## src/rtl/multicycle_subtractor_if.sv

```systemverilog
// Handshake and operand/result bundle for the digit-serial subtractor.
// The master issues start with operands; the slave returns busy/done and the result.
interface multicycle_subtractor_if #(
   parameter int W = 16
);
   logic         start;
   logic [W-1:0] x;
   logic [W-1:0] y;
   logic         bin;
   logic         busy;
   logic         done;
   logic [W-1:0] d;
   logic         bout;
   logic         ovf;

   modport master (
      output start, x, y, bin,
      input  busy, done, d, bout, ovf
   );

   modport slave (
      input  start, x, y, bin,
      output busy, done, d, bout, ovf
   );
endinterface

```

## src/rtl/multicycle_subtractor.sv

```systemverilog
// Digit-serial subtractor: d = x - y - bin over W bits, one D-bit digit per clock,
// LSB digit first, with a start/busy/done handshake and registered results.
module multicycle_subtractor #(
   parameter int W = 16,
   parameter int D = 4
) (
   input logic                    clk,
   input logic                    rst_n,
   multicycle_subtractor_if.slave bus
);

   localparam int N  = W / D;
   localparam int CW = (N > 1) ? $clog2(N) : 1;

   generate
      if (D < 1 || D > W) begin : g_bad_digit
         $error("multicycle_subtractor: D must be in 1..W");
      end else if ((W % D) != 0) begin : g_bad_ratio
         $error("multicycle_subtractor: W must be a multiple of D");
      end
   endgenerate

   typedef enum logic [1:0] {
      IDLE,
      RUN,
      DONE
   } state_t;

   state_t state, state_nx;

   logic [W-1:0]  x_sh, y_sh;
   logic          x_sign, y_sign;
   logic [W-1:0]  part;
   logic          borrow;
   logic [CW-1:0] cnt;
   logic [W-1:0]  d_q;
   logic          bout_q, ovf_q;

   logic [D:0]    digit;
   logic [W-1:0]  part_nx;
   logic          last;

   // NOTE: every signal assigned in always_comb gets a default first so no latch is inferred.
   always_comb begin
      digit   = {1'b0, x_sh[D-1:0]} - {1'b0, y_sh[D-1:0]} - {{D{1'b0}}, borrow};
      // New digit enters at the top; after N shifts the partial holds the full result.
      part_nx = W'({digit[D-1:0], part} >> D);
      last    = (cnt == CW'(N - 1));
   end

   always_comb begin
      state_nx = state;
      unique case (state)
         IDLE:    if (bus.start) state_nx = RUN;
         RUN:     if (last)      state_nx = DONE;
         DONE:                   state_nx = IDLE;
         default:                state_nx = IDLE;
      endcase
   end

   // NOTE: sequential state uses non-blocking assignments so all registers update together.
   always_ff @(posedge clk or negedge rst_n) begin
      if (!rst_n) state <= IDLE;
      else        state <= state_nx;
   end

   // NOTE: operand and partial registers are reset too, so an aborted run leaves no stale data.
   always_ff @(posedge clk or negedge rst_n) begin
      if (!rst_n) begin
         x_sh   <= '0;
         y_sh   <= '0;
         x_sign <= 1'b0;
         y_sign <= 1'b0;
         part   <= '0;
         borrow <= 1'b0;
         cnt    <= '0;
         d_q    <= '0;
         bout_q <= 1'b0;
         ovf_q  <= 1'b0;
      end else begin
         unique case (state)
            IDLE: begin
               if (bus.start) begin
                  x_sh   <= bus.x;
                  y_sh   <= bus.y;
                  x_sign <= bus.x[W-1];
                  y_sign <= bus.y[W-1];
                  part   <= '0;
                  borrow <= bus.bin;
                  cnt    <= '0;
               end
            end
            RUN: begin
               x_sh   <= x_sh >> D;
               y_sh   <= y_sh >> D;
               part   <= part_nx;
               borrow <= digit[D];
               if (last) begin
                  cnt    <= '0;
                  d_q    <= part_nx;
                  bout_q <= digit[D];
                  ovf_q  <= (x_sign != y_sign) && (part_nx[W-1] != x_sign);
               end else begin
                  cnt <= cnt + 1'b1;
               end
            end
            default: ;
         endcase
      end
   end

   assign bus.busy = (state != IDLE);
   assign bus.done = (state == DONE);
   assign bus.d    = d_q;
   assign bus.bout = bout_q;
   assign bus.ovf  = ovf_q;

endmodule

```

## src/flat_wrapper.sv

```systemverilog
// flat-port wrapper written by rule: the top's interface ports become plain ports
module multicycle_subtractor_flat 
#(
   parameter int W = 16,
   parameter int D = 4
)
  (clk, rst_n, bus_start, bus_x, bus_y, bus_bin, bus_busy, bus_done, bus_d, bus_bout, bus_ovf);
  multicycle_subtractor_if #(.W(W)) bus_i ();
  input logic clk;
  input logic rst_n;
  input wire logic [$bits(bus_i.start)-1:0] bus_start;
  input wire logic [$bits(bus_i.x)-1:0] bus_x;
  input wire logic [$bits(bus_i.y)-1:0] bus_y;
  input wire logic [$bits(bus_i.bin)-1:0] bus_bin;
  output wire logic [$bits(bus_i.busy)-1:0] bus_busy;
  output wire logic [$bits(bus_i.done)-1:0] bus_done;
  output wire logic [$bits(bus_i.d)-1:0] bus_d;
  output wire logic [$bits(bus_i.bout)-1:0] bus_bout;
  output wire logic [$bits(bus_i.ovf)-1:0] bus_ovf;
  assign bus_i.start = bus_start;
  assign bus_i.x = bus_x;
  assign bus_i.y = bus_y;
  assign bus_i.bin = bus_bin;
  assign bus_busy = bus_i.busy;
  assign bus_done = bus_i.done;
  assign bus_d = bus_i.d;
  assign bus_bout = bus_i.bout;
  assign bus_ovf = bus_i.ovf;
  multicycle_subtractor #(.W(W), .D(D)) u_core (.clk(clk), .rst_n(rst_n), .bus(bus_i));
endmodule
```

## config.mk

```make
export PLATFORM = sky130hd
export DESIGN_NAME = multicycle_subtractor_flat
export DESIGN_NICKNAME = d
export VERILOG_FILES = /design/src/rtl/multicycle_subtractor_if.sv /design/src/rtl/multicycle_subtractor.sv /design/src/flat_wrapper.sv
export SDC_FILE = /design/constraint.sdc
export NUM_CORES = 1
export LEC_CHECK = 0
export BUFFER_PORTS_ARGS = -buffer_cell sky130_fd_sc_hd__clkbuf_2
export CAP_MARGIN = 20
export CORE_MARGIN = 2
export CORE_UTILIZATION = 32
export CTS_CLUSTER_SIZE = 8
export DETAILED_ROUTE_END_ITERATION = 12
export HOLD_SLACK_MARGIN = 0.08
export PLACE_DENSITY_LB_ADDON = 0.15
export RECOVER_POWER = 25
export SLEW_MARGIN = 20
export SYNTH_ARGS = -nofsm -noshare
export SYNTH_HDL_FRONTEND = slang
export SYNTH_SLANG_ARGS = --single-unit
```

## constraint.sdc

```tcl
create_clock -name clk -period 2.4 [get_ports clk]
set_clock_uncertainty 0.1 [all_clocks]
set_input_delay 0.72 -clock clk [delete_from_list [all_inputs] [get_ports clk]]
set_output_delay 0.72 -clock clk [all_outputs]
set_load 0.01 [all_outputs]
```

==> out/qor.yml, run 1 <==
sta:
  period_needed_ns: 2.19
  slew_headroom: -0.00651
  whs_ns: 0.381
  fmax_mhz: 458
  slew_violations: 69
  setup_tns_ns: 0
  finalCritPeriodShare: 0.910
  grt_setup_unrepaired: "no"
  setup_viol: 0
  hold_viol_final: 0
  tightest_slew_ns: 1.51
place:
  dpl.hpwl_mm: 4.29
  place_congestion: 0.679
  port_buffers: 55
routing:
  antenna_left: 0
  vias_per_cell: 4.56
  routedWlPerCell_um: 13.5
  totalWireLength_mm: 6.40
  drt_pass1_iterations: 5
  drt_iter0_markers: 61
  drc: 0
  num_vias: 2170
synth:
  syn_area_sq_um: 3090
  ys.flop_type: "dfrtp_1"
  syn-num-nets: 333
  syn_inst: 288
  ys_types: 32
  synth.avg_cell_area_sq_um: 10.7
  ys_warn_count: 0
  ys_seq_elements: 69
  synth_edf_count: 0
  synthArstFlopShare: 1.00
  ys_seq_area_frac: 0.559
critical_path:
  startpoint: "u_core.borrow$_DFFE_PN0P_"
  critPathCaptureType: "flip-flop"
  critPathLaunchType: "flip-flop"
  worstPathRequired_ns: 2.57
  cpPeakStageDelay_ns: 0.57
  crit_type: "reg -> reg"
  r2r-start: "u_core.borrow$_DFFE_PN0P_"
  cp_cell_sequence: "inv_1, fa_1, inv_1, ha_1, o21ai_0, a21boi_0, or2_2, o211ai_1"
  crit_path_frequent_cell: "inv_1"
  slowest_stage: "fa_1"
  cp_max_fo: 3
  cp.arrival_ns: 2.35
die:
  num_rows: 35
  dieHeight_um: 102
  core_sq_um: 9280
  die_w_um: 102
  io-pin-count: 56
  die_area_sq_um: 10500
  start_util: 0.333
power_and_ir_drop:
  power_mw: 5.29
  clkPwrFrac: 0.237
  p_comb_frac: 0.393
  seqPwrFrac: 0.371
  p_int_mw: 3.39
  switching_share: 0.360
  power.leakage_nw: 1.76
  pwr_density_cell_nw_per_um2: 1410
  power.switching_mw: 1.90
  peakVddDrop_uv: 440
clocking:
  hold_buffers: 0
  htreeDepth: 3
  cts_tree: "built"
  clock-root-buffer: "clkbuf_8"
  post_cts_buffers: 0
  clk_latency_ns: 0.35
  numClockSinks: 69
  clkTransAtPathRegs_ns: 0.08
  cts_buffers: 9
  post_cts_resized: 0
  cts_buffer_depth: 2
hold_path:
  hp-class: "reg -> reg"
  hold_start: "u_core.x_sh[7]$_DFFE_PN0P_"
global_routing:
  gr-usage-all-layers: 0.136
  grt_pass1_wl_mm: 10.8
  antenna_found_initial: 0
  grt_max_degree: 70
  grt_overflow: 0
  grt_pass1_vias: 2206
cells_and_area:
  fin_util: 0.404
  nFillCells: 953
  area.growth.synth_to_final_pct: 21.5
  drive_gt1_frac: 0.277
  antennaDiodeCount: 0
  nNetsFinal: 387
job:
  maxCapViolations: 1
outcome:
  violations: "capacitance limit, slew limit"
  status: "finished, violations left"
## layer usage
metal  routed length [um]  GRT usage  vias to the layer above
li1                     -          -                     1074
met1                 2980      0.169                     1049
met5                    0          0                        -
met3                  226     0.0404                        8
met4                  119     0.0554                        0
met2                 3080      0.222                       39
## placed cells by master, fill, tap and decap left out, drive strengths merged
master  Yosys  routed
nand3b      2       2
nor2b       3       3
nand2b      2       2
inv         9      10
o21bai      1       1
bufinv      0       4
fa          2       2
o211ai      1       1
buf        15       7
o22ai       3       3
a21oi       6       6
a22o        2       2
mux2i      20      20
xnor2       3       3
dfrtp      69      69
or2         2       2
o21ai      46      46
mux2       15      15
a21boi      1       1
o31ai       1       1
a211oi      1       1
and3b       1       1
clkinv      0       1
nor2        6       6
ha          7       7
nor3b       2       2
clkbuf      3      64
nand2      65      65
## power groups by stage
stage / clock network (mW) / logic [mW] / registers [mW]
detailed placement: 0 / 2.13 / 1.99
finish: 1.25 / 2.08 / 1.96
CTS: 1.28 / 2.14 / 1.97
floorplan: 0 / 1.51 / 1.96
global placement: 0 / 2.10 / 1.98
global route: 1.34 / 2.39 / 2.03
## through the flow
stage / instances / setup WS, ns / cell area (sq um)
6_report: 476 / 0.215 / 3750
5_1_grt: 476 / 0.0468 / 3750
4_1_cts: 476 / 0.212 / 3770
2_1_floorplan: 288 / 0.373 / 3090
3_3_place_gp: 460 / 0.280 / 3510
3_5_place_dp: 460 / 0.220 / 3510
## state kept, by name, summed over array words and instances, names as in the netlist
name / flops
u_core.x_sign: 1
u_core.x_sh: 16
u_core.borrow: 1
u_core.bus.d: 16
u_core.state: 2
u_core.bus.ovf: 1
u_core.y_sh: 16
u_core.part: 12
u_core.cnt: 2
u_core.bus.bout: 1
u_core.y_sign: 1
## final cells by class
| cell class | instances | area, sq um | share of cell area |
|---|---|---|---|
| Inverter | 9 | 33.8 | 0.00900 |
| Clock inverter | 6 | 134 | 0.0357 |
| Sequential cell | 69 | 1730 | 0.460 |
| Clock buffer | 10 | 128 | 0.0340 |
| Multi-Input combinational cell | 192 | 1230 | 0.327 |
| Tap cell | 129 | 161 | 0.0430 |
| Timing Repair Buffer | 61 | 343 | 0.0913 |
## cells in the mapped netlist, drive strengths merged, types with 2 or more instances
master | n | area (sq um)
dfrtp | 69 | 1730
nand2 | 65 | 244
o21ai | 46 | 230
mux2i | 20 | 200
buf | 15 | 95.1
mux2 | 15 | 169
inv | 9 | 33.8
ha | 7 | 87.6
a21oi | 6 | 30.0
nor2 | 6 | 22.5
clkbuf | 3 | 12.5
nor2b | 3 | 18.8
o22ai | 3 | 18.8
xnor2 | 3 | 26.3
a22o | 2 | 17.5
fa | 2 | 40.0
nand2b | 2 | 12.5
nand3b | 2 | 18.8
nor3b | 2 | 26.3
or2 | 2 | 12.5
## kinds of logic after synthesis
group           share of synthesized area
simple gates                        0.118
flops                               0.559
compound gates                      0.108
mux                                 0.119
buf+inv                            0.0458
fa+ha+maj                          0.0413
xor+xnor                          0.00851
## worst paths after layout
path	end	cells past startpoint	slack [ns]
hold / removal	u_core.x_sh[3]$_DFFE_PN0P_	2	0.38
setup reg to reg	u_core.bus.ovf$_DFFE_PN0P_	8	0.21
min in group asynchronous	u_core.bus.d[1]$_DFFE_PN0P_	2	0.74
hold reg to reg	u_core.x_sh[3]$_DFFE_PN0P_	2	0.38
setup / recovery	u_core.bus.ovf$_DFFE_PN0P_	8	0.21
max in group asynchronous	u_core.x_sh[5]$_DFFE_PN0P_	2	0.56
## critical path, delay by kind of cell, from the launching register on
kind | cells | cell delay, ns
AOI/OAI and AO/OA | 3 | 0.51
adders and majority gates | 2 | 0.73
buffers and inverters | 2 | 0.11
DFF | 1 | 0.33
and+or+nand+nor | 1 | 0.33
Note: power is estimated with default switching activity, not from simulation.
==> inputs of run 2 (changes only) <==
- CAP_MARGIN: 20 -> not set
- PLACE_DENSITY: not set -> 0.54
- PLACE_DENSITY_LB_ADDON: 0.15 -> not set
==> out/qor.yml, run 2 (synthesis results as in run 1) <==
sta:
  fmax_mhz: 461  # was 458 MHz
  setup_viol: 0  # unchanged
  finalCritPeriodShare: 0.904  # was 0.910
  slew_violations: 0  # was 69
  grt_setup_unrepaired: "no"  # unchanged
  period_needed_ns: 2.17  # was 2.19 ns
  whs_ns: 0.378  # was 0.381 ns
  tightest_slew_ns: 0.971  # was 1.51 ns
  slew_headroom: 0.352  # was -0.00651
  setup_tns_ns: 0  # unchanged
  hold_viol_final: 0  # unchanged
  layout_setup_ws_ns: 0.230  # was 0.215 ns
cells_and_area:
  multiInputGateArea_sq_um: 1230  # unchanged
  drive_gt1_frac: 0.281  # was 0.277
  area.growth.synth_to_final_pct: 20.4  # was 21.5%
  fin_area_sq_um: 3720  # was 3750 sq um
  fin_util: 0.401  # was 0.404
  nFillCells: 972  # was 953
  nNetsFinal: 389  # was 387
  regArea_sq_um: 1730  # unchanged
  final_common_cell: "dfrtp_1"  # unchanged
  finalNonFillerCells: 478  # was 476
  antennaDiodeCount: 0  # unchanged
  layout_common_cells: "dfrtp_1 (69), nand2_1 (65), clkbuf_2 (55)"  # was dfrtp_1 (69), nand2_1 (65), clkbuf_2 (54)
critical_path:
  worstPathRequired_ns: 2.57  # about the same
  crit_type: "reg -> reg"  # unchanged
  cp.arrival_ns: 2.34  # was 2.35 ns
  critPathLaunchType: "flip-flop"  # unchanged
  critPathCaptureType: "flip-flop"  # unchanged
  cp_max_fo: 3  # unchanged
clocking:
  cts_tree: "built"  # unchanged
  clock-root-buffer: "clkbuf_8"  # unchanged
  post_cts_resized: 0  # unchanged
  htreeDepth: 3  # unchanged
  cts_buffers: 9  # unchanged
  clkTransAtPathRegs_ns: 0.08  # about the same
  hold_buffers: 0  # unchanged
  numClockSinks: 69  # unchanged
  clk_latency_ns: 0.35  # about the same
  cts_buffer_depth: 2  # unchanged
  post_cts_buffers: 0  # unchanged
routing:
  met1Wirelength_mm: 3.03  # was 2.98 mm
  num_vias: 2176  # was 2,170
  antenna_left: 0  # unchanged
  drc: 0  # unchanged
  drt_pass1_iterations: 5  # unchanged
  drt_iter0_markers: 91  # was 61
  wl_met2_mm: 3.08  # about the same
  totalWireLength_mm: 6.52  # was 6.40 mm
  routedWlPerCell_um: 13.6  # was 13.5 um
  wl_met3_um: 307  # was 226 um
  vias_per_cell: 4.55  # was 4.56
  highest_layer: "met4"  # unchanged
die:
  start_util: 0.333  # unchanged
  die_area_sq_um: 10500  # unchanged
  io-pin-count: 56  # unchanged
  num_rows: 35  # unchanged
  die_w_um: 102  # unchanged
  core_sq_um: 9280  # unchanged
  dieHeight_um: 102  # unchanged
place:
  pre_cts_ws_ns: 0.222  # was 0.220 ns
  placed_cells: 462  # was 460
  place_congestion: 0.779  # was 0.679
  port_buffers: 55  # unchanged
  dpl_cell_area_sq_um: 3540  # was 3510 sq um
  dpl.hpwl_mm: 4.56  # was 4.29 mm
hold_path:
  hp-class: "reg -> reg"  # unchanged
global_routing:
  grt_pass1_wl_mm: 10.8  # unchanged
  grt_pass1_vias: 2197  # was 2,206
  antenna_found_initial: 0  # unchanged
  grt_overflow: 0  # unchanged
  gr-usage-all-layers: 0.136  # about the same
  grt_max_degree: 53  # was 70
power_and_ir_drop:
  pwr_density_cell_nw_per_um2: 1340  # was 1410 nW/um^2
  power_mw: 4.99  # was 5.29 mW
  power.leakage_nw: 1.75  # was 1.76 nW
  peakVddDrop_uv: 452  # was 440 uV
job:
  maxCapViolations: 0  # was 1
outcome:
  status: "finished, final reports clean"  # was finished, violations left
[run 2: worst max-delay path, cell delays in order, from the launching register on]
cell and delay, ns:
dfrtp_1 0.32, inv_1 0.06, fa_1 0.57, inv_1 0.05, ha_1 0.16, o21ai_0 0.19, a21boi_0 0.13, or2_2 0.32
o211ai_1 0.18
[run 2: cell type report]
type / instances / share of cell area
multi-input cells: 192 / 0.330
inverters: 9 / 0.00908
clock buffers: 9 / 0.0333
well taps: 129 / 0.0434
flip-flops and latches: 69 / 0.464
clock inverters: 7 / 0.0202
repair buffers: 63 / 0.0993
[run 2: where the power goes]
group	switching, mW	leakage, nW	internal [mW]
Sequential	0.294	0.880	1.66
Clock	0.470	0.104	0.485
Combinational	1.15	0.763	0.934
Total	1.92	1.75	3.08
[run 2: metal layers]
metal  GRT usage  vias to the layer above
li1            -                     1076
met1       0.178                     1052
met2       0.212                       41
met3      0.0356                        7
met4      0.0646                        0
met5           0                        -
[run 2: final timing paths]
check / startpoint / end / slack, ns / cells after the start
worst min register to register: u_core.bus.d[12]$_DFFE_PN0P_ / u_core.bus.d[12]$_DFFE_PN0P_ / 0.38 / 2
max in group asynchronous: rst_n / u_core.bus.d[7]$_DFFE_PN0P_ / 0.50 / 3
worst min-delay path: u_core.bus.d[12]$_DFFE_PN0P_ / u_core.bus.d[12]$_DFFE_PN0P_ / 0.38 / 2
worst max-delay path: u_core.borrow$_DFFE_PN0P_ / u_core.bus.ovf$_DFFE_PN0P_ / 0.23 / 8
worst max register to register: u_core.borrow$_DFFE_PN0P_ / u_core.bus.ovf$_DFFE_PN0P_ / 0.23 / 8
min in group asynchronous: rst_n / u_core.y_sh[10]$_DFFE_PN0P_ / 0.40 / 1
==> inputs of run 3 (changes only) <==
- ABC_AREA: not set -> 1
- PLACE_DENSITY: 0.54 -> 0.53
==> out/qor.yml, run 3 <==
die:
  start_util: 0.324  # was 0.333
  io-pin-count: 56  # unchanged
  dieHeight_um: 106  # was 102 um
  num_rows: 37  # was 35
  core_sq_um: 10200  # was 9280 sq um
  die_w_um: 106  # was 102 um
  die_area_sq_um: 11100  # was 10,500 sq um
clocking:
  clk_latency_ns: 0.35  # about the same
  hold_buffers: 0  # unchanged
  cts_buffers: 9  # unchanged
  cts_buffer_depth: 2  # unchanged
  numClockSinks: 69  # unchanged
  post_cts_resized: 0  # unchanged
  post_cts_buffers: 0  # unchanged
  htreeDepth: 3  # unchanged
  clock-root-buffer: "clkbuf_8"  # unchanged
  clkTransAtPathRegs_ns: 0.08  # about the same
  cts_tree: "built"  # unchanged
synth:
  yosys-top-cells-count: "nand2_1 (118), dfrtp_1 (69), inv_1 (50), o21ai_0 (26), o21ai_2 (24)"  # was dfrtp_1 (69), nand2_1 (65), o21ai_0 (26), mux2i_1 (20), o21ai_1 (20)
  syn_area_sq_um: 3300  # was 3090 sq um
  synth_compound_area_frac: 0.154  # was 0.108
  syn-num-nets: 409  # was 333
  ys_seq_area_frac: 0.523  # was 0.559
  ys_types: 25  # was 32
  synthXorXnorAreaFrac: 0.00265  # was 0.00851
  yosys.area_share.simple: 0.171  # was 0.118
  synth_top_family_by_area: "simple AND/OR/NAND/NOR gates"  # was multiplexers
  yosysMostFrequentCell: "nand2_1"  # was dfrtp_1
  syn_inst: 364  # was 288
  synth_mux_area_frac: 0  # was 0.119
  ys_warn_count: 0  # unchanged
  synth_top_area_share: 0.523  # was 0.559
  ys_seq_elements: 69  # unchanged
  synth.avg_cell_area_sq_um: 9.07  # was 10.7 sq um
  synth_top_area_cell: "dfrtp_1"  # unchanged
  synth_adder_area_share: 0.0387  # was 0.0413
  synthTopCellsByArea: "dfrtp_1 (52%), nand2_1 (13%), o21ai_2 (6.4%), inv_1 (5.7%), o21ai_0 (3.9%)"  # was dfrtp_1 (56%), nand2_1 (7.9%), mux2i_1 (6.5%), mux2_2 (5.5%), o21ai_0 (4.2%)
  ys.flop_type: "dfrtp_1"  # unchanged
  synthArstFlopShare: 1.00  # unchanged
  synth_edf_count: 0  # unchanged
sta:
  slew_headroom: 0.242  # was 0.352
  period_needed_ns: 2.11  # was 2.17 ns
  setup_tns_ns: 0  # unchanged
  layout_setup_ws_ns: 0.294  # was 0.230 ns
  fmax_mhz: 475  # was 461 MHz
  setup_viol: 0  # unchanged
  slew_violations: 0  # unchanged
  finalCritPeriodShare: 0.878  # was 0.904
  hold_viol_final: 0  # unchanged
  tightest_slew_ns: 1.14  # was 0.971 ns
  grt_setup_unrepaired: "no"  # unchanged
global_routing:
  grt_overflow: 0  # unchanged
  antenna_found_initial: 0  # unchanged
  grt_pass1_wl_mm: 11.0  # was 10.8 mm
  grt_max_degree: 46  # was 53
  gr-usage-all-layers: 0.126  # was 0.136
  grt_pass1_vias: 2319  # was 2,197
cells_and_area:
  drive_gt1_frac: 0.265  # was 0.281
  area.growth.synth_to_final_pct: 17.2  # was 20.4%
  antennaDiodeCount: 0  # unchanged
  layout_common_cells: "nand2_1 (118), dfrtp_1 (69), clkbuf_2 (55)"  # was dfrtp_1 (69), nand2_1 (65), clkbuf_2 (55)
  nNetsFinal: 466  # was 389
  final_common_cell: "nand2_1"  # was dfrtp_1
job:
  maxCapViolations: 0  # unchanged
critical_path:
  cp_max_fo: 2  # was 3
  cp.arrival_ns: 2.29  # was 2.34 ns
  startpoint: "u_core.borrow$_DFFE_PN0P_"  # unchanged
  r2r_cells: 11  # was 8
  r2r-start: "u_core.borrow$_DFFE_PN0P_"  # unchanged
  crit_type: "reg -> reg"  # unchanged
  critPathCaptureType: "flip-flop"  # unchanged
  critPathLaunchType: "flip-flop"  # unchanged
  worstPathRequired_ns: 2.59  # was 2.57 ns
routing:
  routedWlPerCell_um: 11.5  # was 13.6 um
  totalWireLength_mm: 6.44  # was 6.52 mm
  drc: 0  # unchanged
  drt_iter0_markers: 94  # was 91
  vias_per_cell: 4.25  # was 4.55
  drt_pass1_iterations: 4  # was 5
  num_vias: 2391  # was 2,176
  antenna_left: 0  # unchanged
power_and_ir_drop:
  power.switching_mw: 2.44  # was 1.92 mW
  clkPwrFrac: 0.184  # was 0.191
  p_int_mw: 3.29  # was 3.08 mW
  p_comb_frac: 0.485  # was 0.418
  switching_share: 0.426  # was 0.384
  pwr_density_cell_nw_per_um2: 1480  # was 1340 nW/um^2
  seqPwrFrac: 0.331  # was 0.391
  peakVddDrop_uv: 377  # was 452 uV
  power.leakage_nw: 2.00  # was 1.75 nW
place:
  place_congestion: 0.707  # was 0.779
  dpl.hpwl_mm: 4.43  # was 4.56 mm
  port_buffers: 55  # unchanged
  pre_cts_ws_ns: 0.317  # was 0.222 ns
hold_path:
  hp-class: "in -> async"  # was reg -> reg
outcome:
  status: "finished, final reports clean"  # unchanged
==> run 3: cell types whose count changed in the layout (fill, tap and decap cells not counted), moves of 5 or more <==
cell     change
o21ai_1      -5
o21ai_2     +24
mux2_2      -15
inv_1       +41
nand2_1     +53
nand3_1      +6
o22ai_1      +7
a21oi_1      -6
mux2i_1     -20
==> run 3: layout make-up <==
type / count / area, sq um
clock inverter: 7 / 98.8
inverter: 54 / 208
fill: 1099 / 6320
tap: 136 / 170
timing repair buffer: 63 / 332
clock buffer: 9 / 124
sequential: 69 / 1730
multi-input combinational: 224 / 1210
==> run 3: metal layers <==
layer  routed length (um)  global-route usage  part of all wire
met3                  331              0.0513             0.051
met1                 3100               0.164              0.48
met4                   46              0.0338            0.0071
met5                    0                   0                 0
met2                 2960               0.195              0.46
==> run 3: kinds of logic (layout without fill, tap and decap cells) <==
| family | after synthesis | in the layout |
|---|---|---|
| AND/OR/NAND/NOR | 136 | 136 |
| adder cells (fa/ha/maj) | 9 | 9 |
| XOR/XNOR | 1 | 1 |
| flip-flops | 69 | 69 |
| buffers and inverters | 71 | 133 |
| AO/OA/AOI/OAI | 78 | 78 |
==> run 3: worst max-delay path: stages (launching register included) <==
cell and delay (ns):
dfrtp_1 0.35, inv_1 0.06, fa_1 0.46, fa_1 0.39
inv_1 0.07, nand2_1 0.06, nand2_1 0.06, nand2_1 0.05
or2_2 0.28, nand3_1 0.07, nand2_1 0.05, nand2_1 0.05
==> run 3: path summary, 6_finish.rpt <==
check | to | slack [ns]
max in group asynchronous | u_core.cnt[0]$_DFFE_PN0P_ | 0.89
setup reg to reg | u_core.borrow$_DFFE_PN0P_ | 0.29
min in group clk | u_core.bus.d[13]$_DFFE_PN0P_ | 0.38
hold reg to reg | u_core.bus.d[13]$_DFFE_PN0P_ | 0.38
setup / recovery | u_core.borrow$_DFFE_PN0P_ | 0.29
hold / removal | u_core.bus.d[13]$_DFFE_PN0P_ | 0.27
==> run 3: power by group through the flow <==
stage          Combinational [mW]  Clock (mW)  Sequential, mW
2_1_floorplan                2.25           0            1.95
3_3_place_gp                 2.77           0            1.91
3_5_place_dp                 2.83           0            1.93
4_1_cts                      2.85        1.09            1.90
5_1_grt                      3.23        1.15            1.96
6_report                     2.78        1.05            1.90
==> run 3: stage by stage <==
stage | area [sq um] | instances | util | hold WS, ns | total power [mW]
global placement | 3660 | 546 | 0.359 | 0.365 | 4.68
detailed placement | 3660 | 546 | 0.359 | 0.370 | 4.75
CTS | 3880 | 562 | 0.381 | 0.260 | 5.84
global route | 3870 | 562 | 0.380 | 0.296 | 6.34
floorplan | 3300 | 364 | - | 0.324 | 4.20
finish | 3870 | 562 | 0.380 | 0.269 | 5.73
